$ cat config.mk
export PLATFORM = sky130hd
export DESIGN_NAME = store_buffer
export DESIGN_NICKNAME = d
export VERILOG_FILES = /design/src/rtl/store_buffer.sv
export SDC_FILE = /design/constraint.sdc
export NUM_CORES = 1
export LEC_CHECK = 0
export BUFFER_PORTS_ARGS = -buffer_cell sky130_fd_sc_hd__buf_2
export CAP_MARGIN = 5
export CORE_ASPECT_RATIO = 1.5
export CORE_MARGIN = 2
export CORE_UTILIZATION = 45
export DETAILED_ROUTE_END_ITERATION = 7
export PLACE_DENSITY = 0.67
export SLEW_MARGIN = 20
export SYNTH_ARGS = -nofsm -noshare
export SYNTH_HDL_FRONTEND = slang
export SYNTH_SLANG_ARGS = --single-unit
$ cat constraint.sdc
create_clock -name clk -period 11.5 [get_ports clk]
set_input_delay 0.575 -clock clk [delete_from_list [all_inputs] [get_ports clk]]
set_output_delay 0.575 -clock clk [all_outputs]
set_load 0.005 [all_outputs]
$ cat src/rtl/store_buffer.sv
// ---------------------------------------------------------------------------
// store_buffer
//   FIFO of committed stores sitting between the MEM stage and a
//   byte-addressed data memory. Stores enter in one cycle and retire to
//   memory later, only when no load needs the memory port, or when a fence
//   (i_Drain) or a load/store overlap forces the buffer to drain.
//
// Ports
//   clk, rst        clock, asynchronous active-high reset
//   i_St_*          store request (valid, byte address, data, funct3)
//   o_St_Ready      buffer not full; a store may be accepted this cycle
//   i_Ld_*          load issued by MEM stage (valid, byte address, funct3)
//   o_Ld_Conflict   load byte span overlaps a pending store; hold the load
//   i_Drain         fence: retire entries regardless of load traffic
//   o_Empty         no pending stores
//   o_WE/o_A/o_WD/o_Funct3  memory write port, driven from the head entry
// ---------------------------------------------------------------------------
module store_buffer #(
    parameter int Address_Width = 32,
    parameter int Word_Width    = 32,
    parameter int SB_Depth      = 4
) (
    input  logic                     clk,
    input  logic                     rst,
    input  logic                     i_St_Valid,
    input  logic [Address_Width-1:0] i_St_A,
    input  logic [Word_Width-1:0]    i_St_WD,
    input  logic [2:0]               i_St_Funct3,
    output logic                     o_St_Ready,
    input  logic                     i_Ld_Valid,
    input  logic [Address_Width-1:0] i_Ld_A,
    input  logic [2:0]               i_Ld_Funct3,
    output logic                     o_Ld_Conflict,
    input  logic                     i_Drain,
    output logic                     o_Empty,
    output logic                     o_WE,
    output logic [Address_Width-1:0] o_A,
    output logic [Word_Width-1:0]    o_WD,
    output logic [2:0]               o_Funct3
);

    localparam int PTR_W = (SB_Depth > 1) ? $clog2(SB_Depth) : 1;
    localparam int CNT_W = PTR_W + 1;
    localparam int SPN_W = Address_Width + 1;

    // Entry storage
    logic [Address_Width-1:0] a_q  [SB_Depth];
    logic [Word_Width-1:0]    wd_q [SB_Depth];
    logic [2:0]               f3_q [SB_Depth];
    logic [SB_Depth-1:0]      vld_q, vld_d;

    // Pointers and occupancy
    logic [PTR_W-1:0] head_q, head_d;
    logic [PTR_W-1:0] tail_q, tail_d;
    logic [CNT_W-1:0] count_q, count_d;

    logic full;
    logic push;
    logic pop;

    // Span length minus one for a store: SH -> 1, SW -> 3, anything else is a byte.
    function automatic logic [2:0] st_len_m1(input logic [2:0] f3);
        case (f3)
            3'b001:  st_len_m1 = 3'd1;
            3'b010:  st_len_m1 = 3'd3;
            default: st_len_m1 = 3'd0;
        endcase
    endfunction

    // Span length minus one for a load: LH/LHU -> 1, LW -> 3, anything else is a byte.
    function automatic logic [2:0] ld_len_m1(input logic [2:0] f3);
        case (f3)
            3'b001, 3'b101: ld_len_m1 = 3'd1;
            3'b010:         ld_len_m1 = 3'd3;
            default:        ld_len_m1 = 3'd0;
        endcase
    endfunction

    // ------------------------------------------------------------------
    // Occupancy flags
    // ------------------------------------------------------------------
    always_comb begin
        full       = (count_q == CNT_W'(SB_Depth));
        o_Empty    = (count_q == '0);
        // Readiness depends on the registered count only; a pop in the same
        // cycle never frees a slot for a simultaneous push.
        o_St_Ready = !full;
        push       = i_St_Valid && !full;
    end

    // ------------------------------------------------------------------
    // Load conflict detection
    //   Spans are compared one bit wider than the address so that an access
    //   at the top of the address space does not wrap onto address 0.
    // ------------------------------------------------------------------
    logic [SPN_W-1:0]    ld_lo, ld_hi;
    logic [SB_Depth-1:0] hit;

    always_comb begin
        ld_lo = {1'b0, i_Ld_A};
        ld_hi = ld_lo + {{(SPN_W-3){1'b0}}, ld_len_m1(i_Ld_Funct3)};
    end

    for (genvar g = 0; g < SB_Depth; g++) begin : g_hit
        logic [SPN_W-1:0] st_lo, st_hi;
        always_comb begin
            st_lo    = {1'b0, a_q[g]};
            st_hi    = st_lo + {{(SPN_W-3){1'b0}}, st_len_m1(f3_q[g])};
            hit[g]   = vld_q[g] && (st_lo <= ld_hi) && (ld_lo <= st_hi);
        end
    end

    // Only registered entries are examined, so a store accepted this very
    // cycle can never flag the load issued alongside it.
    always_comb begin
        o_Ld_Conflict = i_Ld_Valid && (|hit);
    end

    // ------------------------------------------------------------------
    // Memory write port (head entry, combinational)
    // ------------------------------------------------------------------
    always_comb begin
        o_WE = !o_Empty && (!i_Ld_Valid || o_Ld_Conflict || i_Drain);
        pop  = o_WE;
        if (o_Empty) begin
            o_A      = '0;
            o_WD     = '0;
            o_Funct3 = '0;
        end else begin
            o_A      = a_q[head_q];
            o_WD     = wd_q[head_q];
            o_Funct3 = f3_q[head_q];
        end
    end

    // ------------------------------------------------------------------
    // Next-state for pointers, count and valid bits
    // ------------------------------------------------------------------
    always_comb begin
        head_d  = head_q;
        tail_d  = tail_q;
        vld_d   = vld_q;
        count_d = count_q + CNT_W'(push) - CNT_W'(pop);
        // Clearing before setting is safe: when full no push happens, and
        // when not full head and tail cannot alias a live slot being pushed.
        if (pop) begin
            vld_d[head_q] = 1'b0;
            head_d        = head_q + PTR_W'(1);
        end
        if (push) begin
            vld_d[tail_q] = 1'b1;
            tail_d        = tail_q + PTR_W'(1);
        end
    end

    always_ff @(posedge clk or posedge rst) begin
        if (rst) begin
            head_q  <= '0;
            tail_q  <= '0;
            count_q <= '0;
            vld_q   <= '0;
        end else begin
            head_q  <= head_d;
            tail_q  <= tail_d;
            count_q <= count_d;
            vld_q   <= vld_d;
        end
    end

    // Entry payload needs no reset: it is only observed through valid bits
    // and the empty-gated output mux.
    always_ff @(posedge clk) begin
        if (push) begin
            a_q[tail_q]  <= i_St_A;
            wd_q[tail_q] <= i_St_WD;
            f3_q[tail_q] <= i_St_Funct3;
        end
    end

endmodule
## Word-level counts from Yosys, hierarchy flattened

Memories as Yosys holds them, arrays and structs flattened.
Cells that the tools add are included.

| cells by class | value |
|---|---|
| reduce and logical (&&, ||, !) cells | 21 |
| multiplexer cells | 16 |
| eq/ne operators | 12 |
| bitwise gates (word level) | 3 |
| $lt $le $gt $ge | 12 |
| $add $sub $neg | 9 |

Operators by type and width:

| operator | number |
|---|---|
| $le 32x33->1 | 8 |
| $add 32x3->33 | 5 |
| $mux 32 | 2 |
| $pmux 2 s2 | 5 |
| $eq 3x1->1 const B | 5 |
| $eq 3x2->1 const B | 5 |
| $logic_and 1x1->1 | 13 |
| $mux 4 | 2 |
| $eq 3x3->1 const B | 2 |
| $lt 2x3->1 const B | 2 |
| $add 2x1->2 const B | 2 |
| $and 4x4->4 | 1 |
| $demux 1 s2 | 2 |
| $ge 2x1->1 const B | 2 |
| $mux 1 | 4 |
| $not 4->4 | 1 |
| $or 4x4->4 | 1 |
| $reduce_or 4->1 | 1 |
| $add 3x1->3 | 1 |
| $logic_not 1->1 | 3 |
| $logic_not 3->1 | 1 |
| $mux 3 | 1 |
| $sub 3x1->3 | 1 |
| $logic_or 1x1->1 | 2 |
| $reduce_or 2->1 | 1 |

| storage, ports and cells | value |
|---|---|
| output and inout port bits | 71 |
| memory bits (writable) | 268 |
| memories kept | 3 |
| input port bits | 107 |
| flip-flop bits (word level) | 11 |
| word-level logic and storage cells | 80 |

Memory list:

| name | depth | width | read ports | clocked after memory_dff | write ports | RTL line | text |
|---|---|---|---|---|---|---|---|
| a_q | 4 | 32 | 5 | 0 | 1 | 47 | `logic [Address_Width-1:0] a_q [SB_Depth];` |
| wd_q | 4 | 32 | 1 | 0 | 1 | 48 | `logic [Word_Width-1:0] wd_q [SB_Depth];` |
| f3_q | 4 | 3 | 5 | 0 | 1 | 49 | `logic [2:0] f3_q [SB_Depth];` |

## Logic depth before layout (Yosys ltp)

| depth | value |
|---|---|
| depth after elaboration | 15 |
| mapped depth | 30 |
| depth with buffers taken out | 30 |

## Least setup slack after synthesis

No wires, ideal clock.

| timing | value |
|---|---|
| path type | input to register |
| from | input port i_Ld_Funct3[1] |
| to | register count_q[2] |
| arrival | 5.584 ns |
| cell stages on the path | 29 |
| setup slack | 5.793 ns |
| setup time | 0.123 ns |
| path through | inv_1 nor3_1 a21o_1 ha_1 fa_1 and4_1 and3_1 clkbuf_1 nand4_1 nor2_1 nand4_1 xor2_1 ha_1 nand4_1 and4bb_2 nand4_1 or4b_2 o211ai_1 o22ai_1 o2111ai_2 o21ai_2 inv_1 ha_1 inv_1 ha_1 inv_1 fa_1 xnor2_1 xnor2_1 |

| between the ends | value |
|---|---|
| cells in the longest elaborated chain, start to end | 13 |

RTL lines:

| what | RTL line | text |
|---|---|---|
| from (decl) | 32 | `input logic [2:0] i_Ld_Funct3,` |
| $eq 3x1->1 / $eq 3x3->1 (equally long branches) | 72 | `case (f3)` |
| $reduce_or 2->1 | 72 |  |
| $pmux 2 s2 (*) | 72 |  |
| $add 32x3->33 (*) | 101 | `ld_hi = ld_lo + {{(SPN_W-3){1'b0}}, ld_len_m1(i_Ld_Funct3)};` |
| $le 32x33->1 | 109 | `hit[g] = vld_q[g] && (st_lo <= ld_hi) && (ld_lo <= st_hi);` |
| $logic_and 1x1->1 (2 in series) | 109 |  |
| $reduce_or 4->1 (*) | 116 | `o_Ld_Conflict = i_Ld_Valid && (\|hit);` |
| $logic_and 1x1->1 (*) | 116 |  |
| $logic_or 1x1->1 (*) (2 in series) | 123 | `o_WE = !o_Empty && (!i_Ld_Valid \|\| o_Ld_Conflict \|\| i_Drain);` |
| $logic_and 1x1->1 (*) | 123 |  |
| net o_WE | 36 | `output logic o_WE,` |
| $sub 3x1->3 (*) | 143 | `count_d = count_q + CNT_W'(push) - CNT_W'(pop);` |
| net count_d[2] | 55 | `logic [CNT_W-1:0] count_q, count_d;` |
| to (signal assigned) | 165 | `count_q <= count_d;` |
| to (decl) | 55 |  |

Mark *: on every way through the listed nets, which the timed path passes. The rest lies on a longest branch.
A chain may end at the register's enable or synchronous reset.

==> metrics.csv <==
stage,metric,value,unit
run_status,outcome,completed,
detailed_routing,Vias/cell,5.940,
synth,number of flops mapped to enable cells by yosys,268,
detailed_routing,total number of vias,14260,
global_route,global route overflow,0,
synth,syn_nets,2020,
global_route,initial antenna violation count,1,
clocking,TritonCTS clock tree,built,
cells_and_area,fin nets,2200,
setup_path,worst r2r src,f3_q[1][0]$_DFFE_PP_,
pwr,Flop pwr share,39.9,%
cells_and_area,diodes inserted,0,
cells_and_area,area grow syn2layout,12.15,%
placement,cell area after placement,20930,sq um
clocking,post-CTS resize count,0,
setup_path,R2R setup slack,4.63,ns
floorplan,initial core utilization,45.40,%
synth,ys flop type,edfxtp_1,
pwr,leakage,8.417,nW
clocking,Post-CTS Setup Repair Bufs,0,
setup_path,Setup CP Type,register to output pin,
setup_path,Crit path largest cell delay,0.95,ns
clocking,"Clk pin slew, worst setup/hold paths",0.07,ns
setup_path,crit-path max FO,6,
timing,max-slew violation count,0,
synth,Post-Syn Instances,1631,
min_path,min-delay worst type,primary input to asynchronous set/reset pin,
clocking,# clock sinks,279,
pwr,worst vdd ir,170.8,uV
detailed_routing,Routed Antenna Nets,0,
floorplan,core area,42700,sq um
synth,ys async rst share,3.943,%
synth,"FF+latch count, synth",279,
pwr,Internal,2.567,mW
detailed_routing,Routed WL per cell,23.66,um
clocking,Clock Latency Late Sink,0.57,ns
setup_path,CP Capture Type,output pin,
synth,"Seq/Total Area, Yosys",42.92,%
clocking,Root Buffer,clkbuf_16,
detailed_routing,Starting DRT DRC Count,850,
cells_and_area,most frequent cells in the layout,"ha_1, edfxtp_1, buf_2, nand2_1, xor2_1",
timing,FMAX,145.3,MHz
pwr,combinational share of power,39.2,%
global_route,GRT Overall Usage,25.27,%
floorplan,Rows,93,
setup_path,Required @ worst endpoint,10.93,ns
setup_path,Worst Setup EP,o_WE,
synth,Ys Warns,0,
placement,Buffers on Ports,177,
floorplan,Die Height,258.2,um
clocking,hold buffer count at CTS,0,
timing,Final WS setup,4.618,ns
global_route,vias in the first global route,14910,
placement,final RePlAce weighted congestion,0.9891,
cells_and_area,Post-Layout Inst Area,21750,sq um
pwr,Cell Pwr Density,183.5,nW/um^2
detailed_routing,DR pass1 iterations,5,
setup_path,"slowest stage cell, crit path",nor4_1,
cells_and_area,Fillers,3809,
placement,dpl ws,4.561,ns
timing,Final TNS setup,0,ns
pwr,switching part of the total,35.66,%
clocking,CTS buffer count,26,
synth,Netlist Area Pre-Place,19390,sq um
timing,final worst path period need,6.882,ns
timing,Worst-Margin Slew,1.092,ns
detailed_routing,final WL,56.81,mm
timing,RSZ-0062 raised after global routing,false,
cells_and_area,"most common cell after layout, fill and taps aside",ha_1,
synth,"Avg Cell Area, Syn",11.89,sq um
setup_path,RR Endpoint,count_q[2]$_DFF_PP0_,
global_route,largest net degree at the start of global routing,73,
setup_path,Worst Path Arrival,6.31,ns
global_route,first-pass GRT wire length,85.79,mm
job,max_cap viols,0,
setup_path,cells along the critical path,"or3b_2, inv_1, ha_1, a21o_1, nor2b_1, and2_1, nand2b_1, nor3_1, nand2_1, nor2_1, xnor2_1, ha_1, nand4_1, nor4_1, a21oi_1, o22ai_1, o2111ai_2, o21ai_2, inv_1, buf_2",
timing,final setup fails,0,
floorplan,IO Pins,178,
timing,relative slew slack,26.50,%
setup_path,startpoint type of the worst setup path,register,
clocking,H-tree levels,1,
pwr,Psw,1.423,mW
setup_path,launch point of the worst path,f3_q[1][0]$_DFFE_PP_,
floorplan,die area,44800,sq um
detailed_routing,DR DRC count,0,
placement,placed wire-length estimate,44.28,mm
clocking,buffer depth of the longest clock path,3,
setup_path,FF-to-FF path depth,26,
pwr,Tot Pwr,3.989,mW
floorplan,chip width,173.5,um
cells_and_area,proportion of layout cells with a drive suffix above 1,16.99,%
timing,clk_skew,0.01689,ns
pwr,clock power share,20.8,%
timing,period utilisation layout,59.84,%
synth,Unique masters post-synth,63,
timing,Hold Fails Final Rpt,0,
[sequential cells by signal (all words and copies together), names as in the netlist]
signal and flops:
vld_q 4, head_q 2, f3_q 12, a_q 128, count_q 3, wd_q 128, tail_q 2
[how the worst min path moves through the flow]
stage,endpoint,slack (ns),startpoint,cells past startpoint
6_report,count_q[1]$_DFF_PP0_,0.04,rst,2
5_1_grt,count_q[1]$_DFF_PP0_,0.07,rst,2
4_1_cts,vld_q[0]$_DFF_PP0_,0.03,rst,2
3_5_place_dp,count_q[2]$_DFF_PP0_,0.49,count_q[2]$_DFF_PP0_,1
3_3_place_gp,count_q[2]$_DFF_PP0_,0.48,count_q[2]$_DFF_PP0_,1
2_1_floorplan,count_q[0]$_DFF_PP0_,0.43,rst,1
[worst max-delay path, delay by kind of cell, from the launching register on]
kind,cells,cell delay [ns]
adders and majority gates,2,0.43
buffers and inverters,3,0.32
AOI/OAI and AO/OA,5,1.05
xor gates and xnor gates,1,0.08
DFF,1,0.41
and+or+nand+nor,9,3.46
[metal layers]
metal | global-route usage, % | wire (um)
met3 | 3.433 | 2747
met5 | 0 | 15
met4 | 16.34 | 4066
met2 | 45.93 | 29060
met1 | 27.62 | 20920
[synth_stat cells, types with 7 or more instances]
master / instances / area (sq um)
a211oi_1: 12 / 90.09
a21o_1: 24 / 180.2
a21oi_1: 99 / 495.5
and2_1: 78 / 488.0
and3_1: 29 / 181.4
and4_1: 29 / 254.0
buf_1: 7 / 26.28
clkbuf_1: 22 / 82.58
dfrtp_1: 11 / 275.3
edfxtp_1: 268 / 8048
ha_1: 276 / 3453
inv_1: 51 / 191.4
mux4_2: 67 / 1509
nand2_1: 129 / 484.2
nand3_1: 82 / 410.4
nand4_1: 68 / 425.4
nor2_1: 56 / 210.2
nor2b_1: 14 / 87.58
nor3_1: 14 / 70.07
nor4_1: 8 / 50.05
o21ai_0: 44 / 220.2
xnor2_1: 53 / 464.2
xor2_1: 105 / 919.6
[layout make-up]
class                   instances  area (sq um)  share of cell area (%)
clock buffers                  34         701.9                   3.228
clock inverters                14         112.6                  0.5178
inverters                      51         196.4                  0.9033
multi-input cells            1268         10750                   49.41
flip-flops and latches        279          8330                   38.31
well taps                     570         713.2                   3.280
repair buffers                185         945.9                   4.350
[cells by family after synthesis]
group | after synthesis | share of synthesized area [%]
xor gates and xnor gates | 158 | 7.137
AOI/OAI and AO/OA | 222 | 6.905
adders and majority gates | 282 | 18.43
buffers and inverters | 84 | 1.665
and+or+nand+nor | 538 | 15.08
muxes | 68 | 7.860
DFF | 279 | 42.92
[power by group through the flow]
stage	Sequential [mW]	Clock (mW)	Combinational, mW
after floorplan	1.48	0	1.07
after global placement	1.60	0	1.55
after detailed placement	1.61	0	1.58
after CTS	1.59	0.850	1.59
after global routing	1.61	0.883	1.75
final	1.59	0.831	1.57
[through the flow]
stage                     std cells  hold slack (ns)  utilization [%]
after floorplan                1631           0.4274                -
after global placement         2353           0.4810            49.01
after detailed placement       2353           0.4913            49.01
after CTS                      2401          0.03034            50.92
after global routing           2401          0.06812            50.92
final                          2401          0.04321            50.92
No activity file was read; power rests on OpenSTA's default activity.
